==> src/rtl/jbox_coord_parser_pkg.sv <==
`default_nettype none
// ============================================================================
//  Module   : jbox_pkg
//  Purpose  : Shared constants and types for the junction-box coordinate
//             parser and the downstream distance/union stage.
//  Revision : 1.0  initial release
// ============================================================================
package jbox_pkg;

    localparam int NUM_ELEMENT = 1000;
    localparam int COORD_WIDTH = 17;
    localparam int ADDR_WIDTH  = 10;

    localparam logic [7:0] CH_COMMA = 8'h2C;
    localparam logic [7:0] CH_NL    = 8'h0A;
    localparam logic [7:0] CH_CR    = 8'h0D;
    localparam logic [7:0] CH_0     = 8'h30;
    localparam logic [7:0] CH_9     = 8'h39;

    typedef enum logic [1:0] {
        ERR_NONE     = 2'd0,
        ERR_FORMAT   = 2'd1,
        ERR_OVERFLOW = 2'd2,
        ERR_LIMIT    = 2'd3
    } err_code_t;

    typedef enum logic [1:0] {
        ST_IDLE  = 2'd0,
        ST_PARSE = 2'd1,
        ST_DONE  = 2'd2,
        ST_ERROR = 2'd3
    } state_t;

    typedef enum logic [1:0] {
        FLD_X = 2'd0,
        FLD_Y = 2'd1,
        FLD_Z = 2'd2
    } field_t;

endpackage
`default_nettype wire

==> src/rtl/jbox_coord_parser_if.sv <==
`default_nettype none
// ============================================================================
//  Module   : jbox_coord_parser_if
//  Purpose  : Byte-stream input and coordinate-RAM write port of the parser.
//  Revision : 1.0  initial release
// ============================================================================
interface jbox_coord_parser_if #(
    parameter int COORD_WIDTH = 17,
    parameter int ADDR_WIDTH  = 10
);
    logic                   in_valid;
    logic [7:0]             in_data;
    logic                   in_last;
    logic                   in_ready;
    logic                   wr_en;
    logic [ADDR_WIDTH-1:0]  wr_addr;
    logic [COORD_WIDTH-1:0] wr_x;
    logic [COORD_WIDTH-1:0] wr_y;
    logic [COORD_WIDTH-1:0] wr_z;

    // Parser side: consumes bytes, produces RAM writes
    modport slave (
        input  in_valid, in_data, in_last,
        output in_ready, wr_en, wr_addr, wr_x, wr_y, wr_z
    );

    // Byte source / RAM side
    modport master (
        output in_valid, in_data, in_last,
        input  in_ready, wr_en, wr_addr, wr_x, wr_y, wr_z
    );
endinterface
`default_nettype wire

==> src/rtl/jbox_coord_parser_dec_accum.sv <==
`default_nettype none
// ============================================================================
//  Module   : jbox_dec_accum
//  Purpose  : Decimal field accumulator (value = value*10 + digit) with
//             overflow detection; shared by the X, Y and Z fields.
//  Revision : 1.0  initial release
// ============================================================================
module jbox_dec_accum #(
    parameter int COORD_WIDTH = 17
) (
    input  wire logic                   clk,
    input  wire logic                   rst,
    input  wire logic                   clear,
    input  wire logic [3:0]             digit,
    input  wire logic                   digit_en,
    output logic [COORD_WIDTH-1:0]      value,
    output logic [COORD_WIDTH-1:0]      next_value,
    output logic                        has_digit,
    output logic                        overflow
);

    logic [COORD_WIDTH-1:0] acc;
    logic                   seen;
    logic [COORD_WIDTH+3:0] acc_w;
    logic [COORD_WIDTH+3:0] prod;

    // Four guard bits hold acc*10+9 without wrapping, so the compare is exact
    assign acc_w      = {4'b0000, acc};
    assign prod       = (acc_w << 3) + (acc_w << 1) + {{COORD_WIDTH{1'b0}}, digit};
    assign overflow   = digit_en && (prod > {4'b0000, {COORD_WIDTH{1'b1}}});
    assign next_value = prod[COORD_WIDTH-1:0];
    assign value      = acc;
    assign has_digit  = seen;

    // Accumulate digits; clear wins so a field boundary always starts at zero
    always_ff @(posedge clk or negedge rst) begin
        if (!rst) begin
            acc  <= '0;
            seen <= 1'b0;
        end else if (clear) begin
            acc  <= '0;
            seen <= 1'b0;
        end else if (digit_en && !overflow) begin
            acc  <= prod[COORD_WIDTH-1:0];
            seen <= 1'b1;
        end
    end

endmodule
`default_nettype wire

==> src/rtl/jbox_coord_parser.sv <==
`default_nettype none
// ============================================================================
//  Module   : jbox_coord_parser
//  Purpose  : Parses "x,y,z\n" ASCII records into indexed coordinate RAM
//             writes; reports record count, completion and format errors.
//  Revision : 1.0  initial release
// ============================================================================
module jbox_coord_parser
    import jbox_pkg::*;
#(
    parameter int NUM_ELEMENT = jbox_pkg::NUM_ELEMENT,
    parameter int COORD_WIDTH = jbox_pkg::COORD_WIDTH,
    parameter int ADDR_WIDTH  = jbox_pkg::ADDR_WIDTH
) (
    input  wire logic            clk,
    input  wire logic            rst,
    input  wire logic            start,
    jbox_coord_parser_if.slave   bus,
    output logic [ADDR_WIDTH:0]  count,
    output logic                 done,
    output logic                 error,
    output logic [1:0]           err_code
);

    localparam logic [ADDR_WIDTH:0] MAX_COUNT = (ADDR_WIDTH+1)'(NUM_ELEMENT);

    state_t                 state,     state_nxt;
    field_t                 field,     field_nxt;
    err_code_t              err_q,     err_nxt;
    logic [COORD_WIDTH-1:0] x_q,       x_nxt;
    logic [COORD_WIDTH-1:0] y_q,       y_nxt;
    logic                   wr_en_q,   wr_en_nxt;
    logic [ADDR_WIDTH-1:0]  wr_addr_q, wr_addr_nxt;
    logic [COORD_WIDTH-1:0] wr_x_q,    wr_x_nxt;
    logic [COORD_WIDTH-1:0] wr_y_q,    wr_y_nxt;
    logic [COORD_WIDTH-1:0] wr_z_q,    wr_z_nxt;
    logic [ADDR_WIDTH:0]    count_q,   count_nxt;
    logic                   done_q,    done_nxt;
    logic                   error_q,   error_nxt;

    logic                   acc_clear, digit_en;
    logic [COORD_WIDTH-1:0] acc_value, acc_next;
    logic                   acc_has_digit, acc_overflow;
    logic                   is_digit, fail, commit, hasd_after;
    err_code_t              fail_code;
    field_t                 field_after;
    logic [COORD_WIDTH-1:0] z_val;

    assign is_digit = (bus.in_data >= CH_0) && (bus.in_data <= CH_9);

    jbox_dec_accum #(.COORD_WIDTH(COORD_WIDTH)) u_accum (
        .clk        (clk),
        .rst        (rst),
        .clear      (acc_clear),
        .digit      (bus.in_data[3:0]),
        .digit_en   (digit_en),
        .value      (acc_value),
        .next_value (acc_next),
        .has_digit  (acc_has_digit),
        .overflow   (acc_overflow)
    );

    // State and output registers
    always_ff @(posedge clk or negedge rst) begin
        if (!rst) begin
            state     <= ST_IDLE;
            field     <= FLD_X;
            err_q     <= ERR_NONE;
            x_q       <= '0;
            y_q       <= '0;
            wr_en_q   <= 1'b0;
            wr_addr_q <= '0;
            wr_x_q    <= '0;
            wr_y_q    <= '0;
            wr_z_q    <= '0;
            count_q   <= '0;
            done_q    <= 1'b0;
            error_q   <= 1'b0;
        end else begin
            state     <= state_nxt;
            field     <= field_nxt;
            err_q     <= err_nxt;
            x_q       <= x_nxt;
            y_q       <= y_nxt;
            wr_en_q   <= wr_en_nxt;
            wr_addr_q <= wr_addr_nxt;
            wr_x_q    <= wr_x_nxt;
            wr_y_q    <= wr_y_nxt;
            wr_z_q    <= wr_z_nxt;
            count_q   <= count_nxt;
            done_q    <= done_nxt;
            error_q   <= error_nxt;
        end
    end

    // Byte decode, field sequencing, record commit and termination
    always_comb begin
        state_nxt   = state;
        field_nxt   = field;
        err_nxt     = err_q;
        x_nxt       = x_q;
        y_nxt       = y_q;
        wr_en_nxt   = 1'b0;
        wr_addr_nxt = wr_addr_q;
        wr_x_nxt    = wr_x_q;
        wr_y_nxt    = wr_y_q;
        wr_z_nxt    = wr_z_q;
        count_nxt   = count_q;
        done_nxt    = done_q;
        error_nxt   = error_q;
        acc_clear   = 1'b0;
        digit_en    = 1'b0;
        fail        = 1'b0;
        fail_code   = ERR_NONE;
        commit      = 1'b0;
        z_val       = acc_value;
        field_after = field;
        hasd_after  = acc_has_digit;

        if (state == ST_PARSE) begin
            if (bus.in_valid) begin
                if (is_digit) begin
                    digit_en   = 1'b1;
                    hasd_after = 1'b1;
                    if (acc_overflow) begin
                        fail      = 1'b1;
                        fail_code = ERR_OVERFLOW;
                    end
                end else if (bus.in_data == CH_COMMA) begin
                    if (acc_has_digit && field == FLD_X) begin
                        x_nxt       = acc_value;
                        field_nxt   = FLD_Y;
                        field_after = FLD_Y;
                        hasd_after  = 1'b0;
                        acc_clear   = 1'b1;
                    end else if (acc_has_digit && field == FLD_Y) begin
                        y_nxt       = acc_value;
                        field_nxt   = FLD_Z;
                        field_after = FLD_Z;
                        hasd_after  = 1'b0;
                        acc_clear   = 1'b1;
                    end else begin
                        fail      = 1'b1;
                        fail_code = ERR_FORMAT;
                    end
                end else if (bus.in_data == CH_NL) begin
                    if (field == FLD_Z && acc_has_digit) begin
                        commit      = 1'b1;
                        field_after = FLD_X;
                        hasd_after  = 1'b0;
                    end else if (!(field == FLD_X && !acc_has_digit)) begin
                        fail      = 1'b1;
                        fail_code = ERR_FORMAT;
                    end
                end else if (bus.in_data != CH_CR) begin
                    fail      = 1'b1;
                    fail_code = ERR_FORMAT;
                end

                // Final byte: a complete Z field without newline still commits
                if (!fail && bus.in_last && !commit) begin
                    if (field_after == FLD_Z && hasd_after) begin
                        commit = 1'b1;
                        z_val  = is_digit ? acc_next : acc_value;
                    end else if (!(field_after == FLD_X && !hasd_after)) begin
                        fail      = 1'b1;
                        fail_code = ERR_FORMAT;
                    end
                end

                if (commit && !fail) begin
                    if (count_q == MAX_COUNT) begin
                        fail      = 1'b1;
                        fail_code = ERR_LIMIT;
                    end else begin
                        wr_en_nxt   = 1'b1;
                        wr_addr_nxt = count_q[ADDR_WIDTH-1:0];
                        wr_x_nxt    = x_q;
                        wr_y_nxt    = y_q;
                        wr_z_nxt    = z_val;
                        count_nxt   = count_q + {{ADDR_WIDTH{1'b0}}, 1'b1};
                        field_nxt   = FLD_X;
                        acc_clear   = 1'b1;
                    end
                end

                if (fail) begin
                    state_nxt = ST_ERROR;
                    error_nxt = 1'b1;
                    err_nxt   = fail_code;
                end else if (bus.in_last) begin
                    state_nxt = ST_DONE;
                    done_nxt  = 1'b1;
                end
            end
        end else if (start) begin
            state_nxt = ST_PARSE;
            field_nxt = FLD_X;
            x_nxt     = '0;
            y_nxt     = '0;
            count_nxt = '0;
            done_nxt  = 1'b0;
            error_nxt = 1'b0;
            err_nxt   = ERR_NONE;
            acc_clear = 1'b1;
        end
    end

    assign bus.in_ready = (state == ST_PARSE);
    assign bus.wr_en    = wr_en_q;
    assign bus.wr_addr  = wr_addr_q;
    assign bus.wr_x     = wr_x_q;
    assign bus.wr_y     = wr_y_q;
    assign bus.wr_z     = wr_z_q;
    assign count        = count_q;
    assign done         = done_q;
    assign error        = error_q;
    assign err_code     = err_q;

endmodule
`default_nettype wire

==> src/flat_wrapper.sv <==
// flat-port wrapper written by rule: the top's interface ports become plain ports
module jbox_coord_parser_flat import jbox_pkg::*;
#(
    parameter int NUM_ELEMENT = jbox_pkg::NUM_ELEMENT,
    parameter int COORD_WIDTH = jbox_pkg::COORD_WIDTH,
    parameter int ADDR_WIDTH  = jbox_pkg::ADDR_WIDTH
)
  (clk, rst, start, count, done, error, err_code, bus_in_valid, bus_in_data, bus_in_last, bus_in_ready, bus_wr_en, bus_wr_addr, bus_wr_x, bus_wr_y, bus_wr_z);
  jbox_coord_parser_if #(.COORD_WIDTH(COORD_WIDTH), .ADDR_WIDTH(ADDR_WIDTH)) bus_i ();
  input  wire logic clk;
  input  wire logic rst;
  input  wire logic start;
  output logic [ADDR_WIDTH:0] count;
  output logic done;
  output logic error;
  output logic [1:0] err_code;
  input wire logic [$bits(bus_i.in_valid)-1:0] bus_in_valid;
  input wire logic [$bits(bus_i.in_data)-1:0] bus_in_data;
  input wire logic [$bits(bus_i.in_last)-1:0] bus_in_last;
  output wire logic [$bits(bus_i.in_ready)-1:0] bus_in_ready;
  output wire logic [$bits(bus_i.wr_en)-1:0] bus_wr_en;
  output wire logic [$bits(bus_i.wr_addr)-1:0] bus_wr_addr;
  output wire logic [$bits(bus_i.wr_x)-1:0] bus_wr_x;
  output wire logic [$bits(bus_i.wr_y)-1:0] bus_wr_y;
  output wire logic [$bits(bus_i.wr_z)-1:0] bus_wr_z;
  assign bus_i.in_valid = bus_in_valid;
  assign bus_i.in_data = bus_in_data;
  assign bus_i.in_last = bus_in_last;
  assign bus_in_ready = bus_i.in_ready;
  assign bus_wr_en = bus_i.wr_en;
  assign bus_wr_addr = bus_i.wr_addr;
  assign bus_wr_x = bus_i.wr_x;
  assign bus_wr_y = bus_i.wr_y;
  assign bus_wr_z = bus_i.wr_z;
  jbox_coord_parser #(.NUM_ELEMENT(NUM_ELEMENT), .COORD_WIDTH(COORD_WIDTH), .ADDR_WIDTH(ADDR_WIDTH)) u_core (.clk(clk), .rst(rst), .start(start), .bus(bus_i), .count(count), .done(done), .error(error), .err_code(err_code));
endmodule
==> config.mk <==
export PLATFORM = sky130hd
export DESIGN_NAME = jbox_coord_parser_flat
export DESIGN_NICKNAME = d
export VERILOG_FILES = /design/src/rtl/jbox_coord_parser_pkg.sv /design/src/rtl/jbox_coord_parser_if.sv /design/src/rtl/jbox_coord_parser_dec_accum.sv /design/src/rtl/jbox_coord_parser.sv /design/src/flat_wrapper.sv
export SDC_FILE = /design/constraint.sdc
export NUM_CORES = 1
export LEC_CHECK = 0
export ABC_AREA = 1
export CORE_UTILIZATION = 55
export CTS_CLUSTER_DIAMETER = 100
export DETAILED_ROUTE_END_ITERATION = 12
export GPL_ROUTABILITY_DRIVEN = 0
export GPL_TIMING_DRIVEN = 0
export PLACE_DENSITY_LB_ADDON = 0.3
export REMOVE_ABC_BUFFERS = 1
export SYNTH_ARGS = -nofsm -noshare
export SYNTH_HDL_FRONTEND = slang
export SYNTH_SLANG_ARGS = --single-unit
export TNS_END_PERCENT = 10
==> constraint.sdc <==
create_clock -name clk -period 7.08 [get_ports clk]
set_clock_uncertainty 0.05 [all_clocks]
set_input_delay 0.708 -clock clk [delete_from_list [all_inputs] [get_ports clk]]
set_output_delay 0.708 -clock clk [all_outputs]
set_load 0.03 [all_outputs]
# Word-level counts from Yosys, hierarchy flattened
# Index checks and enable logic that the tools add are counted.
dict set report op_classes {
  bitwise_logic 1
  n_reduce_logical 30
  magnitude_cmp 3
  eq_ne 20
  muxes 123
  n_addsub 3
}
# cell count
set ops {}
lappend ops {{2-to-1 mux 17 bit} 17}
lappend ops {{2-to-1 mux 2 bit} 34}
lappend ops {{2-to-1 mux 1 bit} 67}
lappend ops {{2-to-1 mux 11 bit} 5}
lappend ops {{adder 20 x 18 -> 21 bit} 1}
lappend ops {{adder 21 x 4 -> 21 bit} 1}
lappend ops {{> comparator 21 x 17 -> 1 bit (second input constant)} 1}
lappend ops {{logical AND 1 bit} 12}
lappend ops {{inequality test 2 bit (second input constant)} 6}
lappend ops {{AND reduction 4 bit} 3}
lappend ops {{adder 11 x 1 -> 11 bit (second input constant)} 1}
lappend ops {{== test 11 x 10 -> 1 bit (second input constant)} 1}
lappend ops {{inequality test 2 x 1 -> 1 bit (second input constant)} 5}
lappend ops {{== test 8 x 4 -> 1 bit (second input constant)} 1}
lappend ops {{== test 8 x 6 -> 1 bit (second input constant)} 1}
lappend ops {{>= comparator 8 x 6 -> 1 bit (second input constant)} 1}
lappend ops {{<= comparator 8 x 6 -> 1 bit (second input constant)} 1}
lappend ops {{inequality test 8 x 4 -> 1 bit (second input constant)} 1}
lappend ops {{zero test 1 bit} 6}
lappend ops {{AND reduction 3 bit} 2}
lappend ops {{AND reduction 6 bit} 1}
lappend ops {{AND reduction 5 bit} 1}
lappend ops {{== test 2 x 1 -> 1 bit (second input constant)} 2}
lappend ops {{== test 2 bit (second input constant)} 2}
lappend ops {{other kinds (5)} 7}
dict set report word_totals {
  word_cells 195
  reg_bits 133
  in_bits 13
}

# Depth between registers and ports, before layout
# Gate-level depths: netlist of the first run.
dict set report depth {
  ltp_word 24
  depth_mapped 24
}

# By module
# Synthesis of the first run repeated with hierarchy kept, for this count alone.
dict set report hier_totals {
  hier_cells 971
  hier_area_um2 7544.7
}
# mod area_each_um2 n_inst cells_per_inst
set by_module_without_submodules {}
lappend by_module_without_submodules {jbox_coord_parser 5376.4 1 657}
lappend by_module_without_submodules {jbox_dec_accum 2168.3 1 314}

# Worst setup path before layout of the first run
# OpenSTA, ideal clock, no wires.
dict set report synth_timing {
  path_type {input port to flip-flop}
  start {input port bus_in_data[3]}
  end {register u_core.wr_y_q[10] (netlist: u_core.bus.wr_y[10])}
  cell_stages 23
  slack_ns 3.546
  setup_time_ns 0.130
  arrival_time_ns 3.354
  path_cell_list {inv_1 > fa_1 > fa_1 > inv_1 > nand3_1 > nand3_1 > nand2_1 > nand2_1 > nand2_1 > nand2_1 > nand2_1 > nand2_1 > nand2_1 > o21ai_1 > nand4_1 > nand2_1 > nand2_2 > nor2_4 > inv_2 > buf_6 > buf_6 > nand2_1 > o21ai_1}
}
dict set report synth_between {
  elab_chain_cells 19
  word_cells_on_any_way 55
  cone_classes {add/sub (1); order compare (3); eq/ne (4); mux (34); reduce/logical (13)}
}
# element line
set synth_lines {}
lappend synth_lines {{start, declared} flat_wrapper.sv:18} ;# input wire logic [$bits(bus_i.in_data)-1:0] bus_in_data;
lappend synth_lines {{branches (longest 17 deep; another with adder 21 x 4 -> 21 bit)} -}
lappend synth_lines {{logical AND 1 bit (*)} jbox_coord_parser.sv:171} ;# if (commit && !fail) begin
lappend synth_lines {{AND reduction 4 bit (no source line) (*)} -}
lappend synth_lines {{end signal, assigned} jbox_coord_parser.sv:88} ;# wr_y_q <= wr_y_nxt;
lappend synth_lines {{end, declared} jbox_coord_parser.sv:35} ;# logic [COORD_WIDTH-1:0] wr_y_q, wr_y_nxt;
# Every way passes the cells marked *. The select of a mux whose other input is x is not followed.
# A chain may end at the register's enable or synchronous reset.

# Worst setup path after layout of the first run
dict set report layout_timing {
  start {input port bus_in_data[3]}
  end {register u_core.count_q[5] (netlist: u_core.count[5])}
}
dict set report layout_between {
  elab_chain_cells 20
  word_cells_on_any_way 56
  cone_classes {add/sub (1); order compare (3); eq/ne (5); mux (34); reduce/logical (13)}
}
# element line
set layout_lines {}
lappend layout_lines {{branches (longest 17 deep; another with adder 21 x 4 -> 21 bit)} -}
lappend layout_lines {{logical AND 1 bit (*)} jbox_coord_parser.sv:171}
lappend layout_lines {{inequality test 2 x 1 -> 1 bit (no source line) (*)} -}
lappend layout_lines {{AND reduction 4 bit (no source line) (*)} -}
lappend layout_lines {{end signal, assigned} jbox_coord_parser.sv:90} ;# count_q <= count_nxt;
lappend layout_lines {{end, declared} jbox_coord_parser.sv:37} ;# logic [ADDR_WIDTH:0] count_q, count_nxt;
# Marked as above.

==> results of run 1 <==
-- metal layers --
metal  wire length (um)  GRT usage  up-vias
li1                   -          -     3124
met3               1056    0.05973       27
met2               8211     0.4509      262
met4                262    0.09114        0
met1               7996     0.3932     3080
met5                  0          0        -
-- sequential cells by signal (all words and copies together), names as in the netlist, 2 cells and up --
signal	flops
u_core.bus.wr_addr	10
u_core.bus.wr_x	17
u_core.bus.wr_y	17
u_core.bus.wr_z	17
u_core.count	11
u_core.err_code	2
u_core.field	2
u_core.state	2
u_core.u_accum.value	17
u_core.x_q	17
u_core.y_q	17
-- power breakdown --
part           switching, uW  internal [uW]
sequential              22.4            786
clock                    348            627
combinational            301            105
total                    672           1520
-- cell families (layout without fill, tap and decap cells) --
kind of cell / count (synthesis) / after routing / share of synthesized area
AO/OA/AOI/OAI: 135 / 135 / 0.1035
XOR/XNOR: 21 / 21 / 0.02531
adder cells (fa/ha/maj): 37 / 37 / 0.06576
buffers and inverters: 159 / 249 / 0.09244
flip-flops: 133 / 133 / 0.4579
AND/OR/NAND/NOR: 431 / 431 / 0.2551
-- placed cells by master, fill, tap and decap left out, types with 12 or more instances in the layout --
cell	n
nand2_1	280
dfrtp_1	133
inv_1	116
clkdlybuf4s50_1	89
nor2_1	49
o21ai_0	46
o21ai_1	41
nand4_1	37
nand3_1	35
ha_1	35
a21oi_1	18
o211ai_1	17
clkbuf_16	17
xor2_1	12
-- per-stage QoR --
| step | hold slack, ns | setup slack [ns] | total power [uW] |
|---|---|---|---|
| after global routing | 0.2505 | 1.724 | 2279 |
| after floorplan | 0.3624 | 2.688 | 1047 |
| after CTS | 0.2343 | 1.990 | 2197 |
| final | 0.2101 | 2.103 | 2190 |
| after detailed placement | 0.4089 | 1.599 | 1223 |
| after global placement | 0.4064 | 0.06897 | 1193 |
-- how the worst max path moves through the flow --
| stage | depth (start not counted) | from | to |
|---|---|---|---|
| finish | 21 | bus_in_data[3] | u_core.count[5] |
| detailed placement | 20 | bus_in_data[3] | u_core.bus.wr_z[2] |
| CTS | 20 | bus_in_data[3] | u_core.bus.wr_z[2] |
| global route | 21 | bus_in_data[3] | u_core.count[4] |
| floorplan | 20 | bus_in_data[3] | u_core.count[5] |
| global placement | 1 | rst | u_core.bus.wr_addr[3] |
-- layout make-up --
cell class              instances  share of cell area
flip-flops and latches        133              0.3718
multi-input cells             624              0.3679
repair buffers                 95              0.1120
inverters                     122             0.05144
clock buffers                  17             0.04753
clock inverters                15             0.02530
well taps                     172             0.02404
-- worst reg2reg max path, cell delays in order, from the launching register on --
cell and delay [ns]:
dfrtp_1 0.42, inv_1 0.17, fa_1 0.49, fa_1 0.48
inv_1 0.13, nand3_1 0.08, nand3_1 0.13, nand2_1 0.07
nand2_1 0.15, nand2_1 0.09, nand2_1 0.07, nand2_1 0.05
nand2_1 0.06, nand2_1 0.07, o21ai_1 0.18, nand4_1 0.18
nand3_1 0.14, nand3_2 0.73, inv_1 0.64, nand3_1 0.12
nand2_1 0.11
==> flow_summary_export.csv, run 1 <==
group,metric,value,unit
setup_path,cp_top_family,"simple AND/OR/NAND/NOR gates",
setup_path,start_kind,"input port",
detailed_routing,totalWireLength,17.53,mm
detailed_routing,routedWlPerCell,14.88,um
yosys,synthTopCellsByCount,"nand2_1, dfrtp_1, inv_1",
grt,grt_usage,0.2846,
timing,finalSetupViolations,0,
die,rows,41,
setup_path,cp_cell_sequence,"clkdlybuf4s50_1 > inv_1 > fa_1 > fa_1 > inv_1 > nand3_1 > nand3_1 > nand2_1 > nand2_1 > nand2_1 > nand2_1 > nand2_1 > nand2_1 > nand2_1 > o21ai_1 > nand4_1 > nand3_1 > nand3_2 > inv_1 > nand3_1 > nand2_1",
setup_path,critPathMaxFanout,47,
yosys,synth_ff_type,"dfrtp_1",
setup_path,timing.rr.start,"u_core.u_accum.value[0]",
grt,grt_overflow_total,0,
die,core,12770,um2
flow_run,drv_cap,0,
final_layout,synthToLayoutAreaGrowth,23.15,%
setup_path,worstSetupEndpointType,"flip-flop",
power_and_ir_drop,power.density,244.7,nW/um2
timing,hold_viol_final,0,
setup_path,slowest_delay,0.73,ns
grt,first_global_vias,6064,
clocking,ctsResizeCount,0,
placed_design,place_area,8282,um2
detailed_routing,drt_iter0_markers,592,
yosys,synthTopCellsByArea,"dfrtp_1, nand2_1, ha_1",
die,dieArea,13680,um2
grt,antenna_found_initial,0,
setup_path,crit_buf_inv,4,
setup_path,cp.required,7.40,ns
final_layout,drive_above_1_share,0.06262,
detailed_routing,drt-pass1-iter-count,5,
yosys,ys_warn_count,0,
clocking,cts_tree,"built",
clocking,htree_levels,4,
clocking,hold_buffers,0,
clocking,path_clk_slew,0.06,ns
yosys,yosysMostFrequentCell,"nand2_1",
yosys,async_flop_share,1.000,
timing,worst_pin_slew,0.9684,ns
placed_design,placedCellCount,1145,
final_layout,finish.utilization,0.7008,
yosys,yosysTopAreaCellShare,0.4579,
timing,finalCriticalPeriod,4.977,ns
power_and_ir_drop,ir_worst_vdd,223.7,uV
setup_path,worstSetupPathType,"input port to flip-flop",
clocking,clkLatencyLatePin,0.43,ns
final_layout,n_antenna_cell,0,
yosys,synth.distinct_cells,40,
yosys,ys_ff_latch,133,
clocking,cts.sinks,133,
detailed_routing,ant_nets,0,
final_layout,multi_input_area,3293,um2
timing,timing.fmax,0.2009,GHz
timing,rsz0062_at_grt,"no",
timing,max_slew_margin,0.3520,
die,pin_count,91,
timing,period_share,0.7029,
setup_path,reg2reg_depth,20,
final_layout,layout.nets,1043,
setup_path,worstPathArrival,5.29,ns
yosys,ys_seq_area_frac,0.4579,
yosys,synth_area,7268,um2
clocking,cts-root-buf,"clkbuf_16",
die,initial_core_util,0.5690,
final_layout,nFillCells,990,
timing,maxSlewViolCount,0,
detailed_routing,viasPerCell,5.512,
die,die_w,117.0,um
run_status,status,"finished clean",
detailed_routing,vias,6493,
setup_path,crit_top_cell,"nand2_1",
yosys,synth_top_area_cell,"dfrtp_1",
setup_path,cp_slowest_cell,"nand3_2",
grt,grt_pass1_wl,29.55,mm
setup_path,rrSetupSlack,2.42,ns
clocking,cts_buffer_depth,2,
final_layout,finalNonFillerCells,1178,
die,die_h,117.0,um
placed_design,port-buffer-count,90,
yosys,synthesis.instances,916,
clocking,numCtsBuffers,17,
final_layout,regArea,3328,um2
final_layout,final_area,8951,um2
power_and_ir_drop,p_leak,0.004395,uW
clocking,cts_setup_buffers,0,
timing,finalSetupTns,0,ns
grt,grt_max_degree,72,
placed_design,dp_hpwl,11.63,mm
setup_path,reg2reg_to,"u_core.count[5]",
detailed_routing,remaining_drc_errors,0,
min_path,hold_path_class,"input port to asynchronous set/reset pin",
yosys,synth_edf_count,0,
yosys,synth_area_per_cell,7.935,um2
Power figures use the tool's default switching activity.
==> inputs of run 2 (changes only) <==
--- a/config.mk
+++ b/config.mk
@@ -6,7 +6,7 @@
 export NUM_CORES = 1
 export LEC_CHECK = 0
 export ABC_AREA = 1
-export CORE_UTILIZATION = 55
+export CORE_UTILIZATION = 51
 export CTS_CLUSTER_DIAMETER = 100
 export DETAILED_ROUTE_END_ITERATION = 12
 export GPL_ROUTABILITY_DRIVEN = 0
==> constraint.sdc (replaced) <==
create_clock -name clk -period 4.1 [get_ports clk]
set_clock_uncertainty 0.05 [all_clocks]
set_input_delay 0.41 -clock clk [delete_from_list [all_inputs] [get_ports clk]]
set_output_delay 0.41 -clock clk [all_outputs]
set_load 0.03 [all_outputs]
==> run 2 against run 1 <==
Compared with the run above:
- final cell count is 1.8% higher
- combinational power rose by 94%
- largest cell class is now multi-input combinational cells
- utilization fell by 4.1 points
- critical path type is now flip-flop to flip-flop
- via count increased by 1.2%
- sequential power increased by 73%
- critical endpoint is now u_core.u_accum.value[15]
- flip-flop and latch count did not move
==> flow_summary_export.csv, run 2 (same netlist as run 1, synthesis figures left out) <==
group,metric,value,unit
power_and_ir_drop,intPower,2691,uW
run_status,status,"finished clean",
setup_path,start_kind,"flip-flop",
clocking,cts.sinks,133,
die,initial_core_util,0.5236,
detailed_routing,drt-pass1-iter-count,5,
power_and_ir_drop,sequentialPowerShare,0.359,
power_and_ir_drop,p_switching,1194,uW
final_layout,layout_commonest_cell,"nand2_1",
timing,hold_viol_final,0,
clocking,cts_buffer_depth,2,
grt,grt_pass1_wl,30.26,mm
timing,timing.fmax,0.2554,GHz
setup_path,critPathMaxFanout,12,
grt,grt_overflow_total,0,
timing,setup_ws,0.1840,ns
setup_path,cp.required,4.33,ns
power_and_ir_drop,p_leak,0.004493,uW
final_layout,n_antenna_cell,0,
detailed_routing,drt_iter0_markers,473,
setup_path,worstPathArrival,4.15,ns
placed_design,dp_hpwl,11.75,mm
die,pin_count,91,
die,core,13880,um2
min_path,hold-path-cell-count,2,
setup_path,cp_top_family,"simple AND/OR/NAND/NOR gates",
power_and_ir_drop,ir_worst_vdd,272.5,uV
placed_design,port-buffer-count,90,
clocking,htree_levels,4,
min_path,hold_path_class,"flip-flop to flip-flop",
setup_path,timing.rr.start,"u_core.u_accum.value[2]",
detailed_routing,routedWlPerCell,15.75,um
clocking,cts-root-buf,"clkbuf_16",
timing,period_share,0.9551,
power_and_ir_drop,power.share.combinational,0.203,
setup_path,slowest_delay,0.54,ns
power_and_ir_drop,clkPwrFrac,0.438,
grt,grt_max_degree,83,
detailed_routing,ant_nets,0,
min_path,min_to,"u_core.state[0]",
setup_path,worstSetupPathType,"flip-flop to flip-flop",
clocking,path_clk_slew,0.06,ns
setup_path,crit_buf_inv,2,
power_and_ir_drop,power.density,423.9,nW/um2
timing,finalCriticalPeriod,3.916,ns
setup_path,crit_path_start,"u_core.u_accum.value[2]",
timing,finalSetupViolations,0,
setup_path,cp_cell_sequence,"inv_1 > fa_1 > fa_1 > inv_2 > nand3_1 > nand3_1 > nand2_1 > nand2_1 > nand2_1 > nand2_1 > nand2_1 > nand2_1 > nand2_1 > o21ai_1 > nand4_1 > nand3_1 > nand3_2 > nand4_1 > nand2_1",
detailed_routing,remaining_drc_errors,0,
die,die_h,121.4,um
placed_design,dpl_worst_slack,-0.9518,ns
grt,antenna_found_initial,0,
grt,first_global_vias,6175,
final_layout,nFillCells,1139,
clocking,numCtsBuffers,17,
final_layout,final_cell_mix,"nand2_1, dfrtp_1, inv_1, clkdlybuf4s50_1, nor2_1",
clocking,cts_tree,"built",
final_layout,drive_above_1_share,0.08047,
timing,max_slew_margin,0.5249,
die,die_w,121.4,um
setup_path,worstSetupEndpointType,"flip-flop",
detailed_routing,totalWireLength,18.89,mm
power_and_ir_drop,switching_share,0.3073,
detailed_routing,viasPerCell,5.483,
final_layout,synthToLayoutAreaGrowth,26.06,%
detailed_routing,vias,6574,
min_path,worstHoldStart,"u_core.state[0]",
setup_path,cp_num_cells,19,
grt,grt_usage,0.2628,
timing,maxSlewViolCount,0,
setup_path,rrSetupSlack,0.18,ns
timing,worst_pin_slew,0.7118,ns
setup_path,cp_slowest_cell,"fa_1",
clocking,clkLatencyLatePin,0.42,ns
setup_path,reg2reg_to,"u_core.u_accum.value[15]",
setup_path,reg2reg_depth,19,
setup_path,crit_top_cell,"nand2_1",
die,rows,43,
flow_run,drv_cap,0,
final_layout,layout.nets,1057,
die,dieArea,14730,um2
final_layout,finish.utilization,0.6601,
run 2: changes by cell type in the layout (fill, tap and decap cells not counted), moves of 2 or more:
| cell | change |
|---|---|
| nand3_4 | +2 |
| buf_4 | +7 |
| clkdlybuf4s50_1 | -3 |
| inv_2 | +3 |
| inv_1 | -4 |
| clkbuf_8 | +3 |
| nor2_4 | +2 |
| clkinv_2 | -2 |
| dlymetal6s2s_1 | +3 |
run 2: how the worst max path moves through the flow:
stage,end,slack [ns]
floorplan,u_core.count[5],0.006
CTS,u_core.bus.wr_z[15],0.03
finish,u_core.u_accum.value[15],0.18
detailed placement,u_core.count[8],-0.95
global route,u_core.u_accum.value[15],-0.08
global placement,u_core.u_accum.value[8],-2.65
run 2: what timing repair did:
action	in CTS	in global routing
gates cloned	3	3
endpoints found under the setup margin	91	76
hold buffers	1	0
hold endpoints to repair	51	0
pin swaps	5	5
buffers inserted	2	6
resized for setup	7	9
run 2: through the flow:
stage / cells / hold WS [ns] / total power (uW) / TNS, ns / instance area [um2]
6_report: 1199 / 0.4211 / 3884 / 0 / 9163
5_1_grt: 1199 / 0.4335 / 4018 / -0.5432 / 9163
4_1_cts: 1190 / 0.4241 / 3836 / 0 / 9059
3_5_place_dp: 1153 / 0.3501 / 2107 / -64.25 / 8294
3_3_place_gp: 1149 / 0.4055 / 2054 / -482.37 / 8180
2_1_floorplan: 879 / 0.06441 / 1808 / 0 / 7054
run 2: cell type report:
cell class,count,area [um2],area share
sequential,133,3328,0.3632
inverter,122,469.2,0.05121
multi-input combinational,628,3361,0.3668
clock inverter,11,197.7,0.02158
tap,180,225.2,0.02458
timing repair inverter,1,5.005,0.0005462
clock buffer,20,466.7,0.05094
timing repair buffer,104,1110,0.1211
run 2: worst reg2reg max path, cell delays in order, from the launching register on:
cell	delay [ns]
dfrtp_1	0.38
inv_1	0.10
fa_1	0.54
fa_1	0.49
inv_2	0.10
nand3_1	0.06
nand3_1	0.12
nand2_1	0.07
nand2_1	0.12
nand2_1	0.10
nand2_1	0.07
nand2_1	0.05
nand2_1	0.05
nand2_1	0.08
o21ai_1	0.18
nand4_1	0.19
nand3_1	0.36
nand3_2	0.38
nand4_1	0.20
nand2_1	0.09
run 2: per-layer routing:
metal / GRT usage / up-vias / wire length, um
li1: - / 3157 / -
met5: 0 / - / 0
met4: 0.1065 / 0 / 374
met1: 0.3673 / 3112 / 8506
met3: 0.03665 / 35 / 1192
met2: 0.4105 / 270 / 8813
run 2: power groups by stage:
| stage | clock (uW) | combinational (uW) | sequential (uW) |
|---|---|---|---|
| 3_3_place_gp | 0 | 636 | 1420 |
| 4_1_cts | 1710 | 730 | 1390 |
| 2_1_floorplan | 0 | 342 | 1470 |
| 6_report | 1700 | 788 | 1400 |
| 5_1_grt | 1770 | 850 | 1400 |
| 3_5_place_dp | 0 | 690 | 1420 |
==> inputs of run 3 (changes only) <==
--- a/config.mk
+++ b/config.mk
@@ -6,6 +6,7 @@
 export NUM_CORES = 1
 export LEC_CHECK = 0
 export ABC_AREA = 1
+export CORE_ASPECT_RATIO = 0.5
 export CORE_UTILIZATION = 51
 export CTS_CLUSTER_DIAMETER = 100
 export DETAILED_ROUTE_END_ITERATION = 12
@@ -16,4 +17,3 @@
 export SYNTH_ARGS = -nofsm -noshare
 export SYNTH_HDL_FRONTEND = slang
 export SYNTH_SLANG_ARGS = --single-unit
-export TNS_END_PERCENT = 10
==> run 3 against run 2 <==
Compared with the run above:
- setup slack lost 0.026 ns
- critical path depth grew 4
- first-iteration DRC count grew 38%
- final area shrank 0.20%
- utilization grew 0.55 points
- fmax shrank 0.66%
- count of clock-buffer cells in the layout shrank 1
- critical endpoint is now u_core.bus.wr_z[11]
- combinational power grew 3.2%
- sequential share of layout area grew 0.075 points
- sequential power is essentially flat
- final cell count grew 0.92%
==> flow_summary_export.csv, run 3 (same netlist as run 1, synthesis figures left out) <==
group,metric,value,unit
run_status,status,"finished clean",
timing,timing.fmax,0.2537,GHz
power_and_ir_drop,intPower,2643,uW
final_layout,final_cell_mix,"nand2_1, dfrtp_1, inv_1, clkdlybuf4s50_1, nor2_1",
setup_path,start_kind,"input port",
timing,max_slew_margin,0.5096,
power_and_ir_drop,power.share.combinational,0.209,
placed_design,placedCellCount,1166,
clocking,cts_buffer_depth,2,
grt,grt_max_degree,105,
setup_path,timing.rr.start,"u_core.u_accum.value[2]",
detailed_routing,drt_iter0_markers,653,
clocking,cts-root-buf,"clkbuf_16",
final_layout,synthToLayoutAreaGrowth,25.80,%
die,rows,30,
setup_path,critPathMaxFanout,9,
detailed_routing,drt-pass1-iter-count,5,
detailed_routing,ant_nets,0,
clocking,numCtsBuffers,17,
detailed_routing,totalWireLength,19.38,mm
timing,worst_pin_slew,0.7355,ns
detailed_routing,routedWlPerCell,16.02,um
min_path,hold_path_class,"input port to asynchronous set/reset pin",
setup_path,rrSetupSlack,0.20,ns
timing,finalCriticalPeriod,3.942,ns
final_layout,drive_above_1_share,0.08055,
power_and_ir_drop,ir_worst_vdd,371.2,uV
grt,grt_usage,0.2689,
setup_path,reg2reg_depth,22,
power_and_ir_drop,switching_share,0.3196,
setup_path,reg2reg_to,"u_core.bus.wr_z[11]",
die,pin_count,91,
setup_path,worstPathArrival,4.25,ns
power_and_ir_drop,p_leak,0.004440,uW
final_layout,layout.nets,1056,
die,initial_core_util,0.5291,
detailed_routing,viasPerCell,5.511,
power_and_ir_drop,power,3885,uW
die,core,13740,um2
grt,first_global_vias,6120,
setup_path,worstSetupPathType,"input port to flip-flop",
final_layout,finalNonFillerCells,1210,
die,die_h,86.42,um
power_and_ir_drop,clkPwrFrac,0.431,
clocking,htree_levels,4,
placed_design,port-buffer-count,90,
power_and_ir_drop,sequentialPowerShare,0.360,
clocking,cts_tree,"built",
detailed_routing,remaining_drc_errors,0,
final_layout,layout_commonest_cell,"nand2_1",
setup_path,worstSetupEndpointType,"flip-flop",
final_layout,n_antenna_cell,0,
timing,finalSetupViolations,0,
grt,grt_pass1_wl,30.59,mm
power_and_ir_drop,power.density,424.9,nW/um2
die,dieArea,14760,um2
setup_path,cp.required,4.41,ns
clocking,cts.sinks,133,
flow_run,drv_cap,0,
clocking,clkLatencyLatePin,0.42,ns
grt,antenna_found_initial,0,
placed_design,dp_hpwl,12.22,mm
timing,period_share,0.9615,
grt,grt_overflow_total,0,
power_and_ir_drop,p_switching,1241,uW
timing,maxSlewViolCount,0,
clocking,path_clk_slew,0.06,ns
timing,hold_viol_final,0,
die,die_w,170.8,um
detailed_routing,vias,6668,
## run 3: worst max-delay path by stage
| stage | startpoint | endpoint | slack, ns | cells after the start |
|---|---|---|---|---|
| floorplan | bus_in_data[3] | u_core.count[5] | 0.006 | 20 |
| finish | bus_in_data[3] | u_core.bus.wr_z[11] | 0.16 | 23 |
| global placement | rst | u_core.bus.wr_addr[4] | -2.61 | 1 |
| detailed placement | bus_in_data[3] | u_core.count[6] | -0.91 | 21 |
| CTS | bus_in_data[3] | u_core.bus.wr_z[11] | 0.004 | 20 |
| global route | bus_in_data[3] | u_core.bus.wr_z[11] | -0.000006 | 23 |
## run 3: area by class of cell
type	instances	area, um2
clock buffer	19	452.9
multi-input combinational	627	3366
clock inverter	12	190.2
timing repair inverter	2	16.27
tap	192	240.2
timing repair buffer	103	1062
inverter	122	488.0
sequential	133	3328
fill	1089	4594
## run 3: power by group through the flow
stage / clock network, uW / logic (uW) / registers [uW]
2_1_floorplan: 0 / 342 / 1470
3_5_place_dp: 0 / 682 / 1420
4_1_cts: 1680 / 791 / 1400
3_3_place_gp: 0 / 627 / 1420
5_1_grt: 1740 / 869 / 1400
6_report: 1670 / 813 / 1400
## run 3: stage by stage
| step | setup slack, ns | cell area [um2] | util | TNS [ns] | hold slack [ns] |
|---|---|---|---|---|---|
| final | 0.1579 | 9144 | 0.6656 | 0 | 0.4147 |
| after global routing | -0.000005773 | 9144 | 0.6656 | -0.000005773 | 0.4461 |
| after CTS | 0.004454 | 9054 | 0.6590 | 0 | 0.4235 |
| after detailed placement | -0.9114 | 8307 | 0.6046 | -67.63 | 0.3026 |
| after global placement | -2.613 | 8195 | 0.5965 | -476.41 | 0.4062 |
| after floorplan | 0.005961 | 7054 | - | 0 | 0.06441 |
## run 3: layer usage
metal	up-vias	global-route usage	wire (um)
li1	3168	-	-
met1	3131	0.3785	8570
met2	328	0.4182	8750
met3	41	0.05388	1727
met4	0	0.09091	334
met5	-	0	0
## run 3: critical path, cell delays in order
cell	delay (ns)
clkdlybuf4s50_1	0.50
inv_1	0.10
fa_2	0.51
fa_2	0.43
inv_1	0.13
nand3_1	0.08
nand3_1	0.14
nand2_1	0.07
nand2_1	0.13
nand2_1	0.09
nand2_1	0.06
nand2_1	0.04
nand2_1	0.05
nand2_1	0.13
o21ai_2	0.20
nand4_1	0.17
nand2_1	0.14
nand2_2	0.13
nor2_4	0.12
buf_12	0.15
buf_4	0.20
o211ai_1	0.16
nand2_1	0.10
## run 3: repair_timing
| item | CTS | global route |
|---|---|---|
| gates cloned | 4 | 1 |
| setup buffers | 4 | 4 |
| gates resized for setup | 9 | 8 |
| pin swaps | 4 | 5 |
| hold buffers | 1 | 0 |
| endpoints found under the setup margin | 91 | 102 |
| hold endpoints to repair | 37 | 0 |
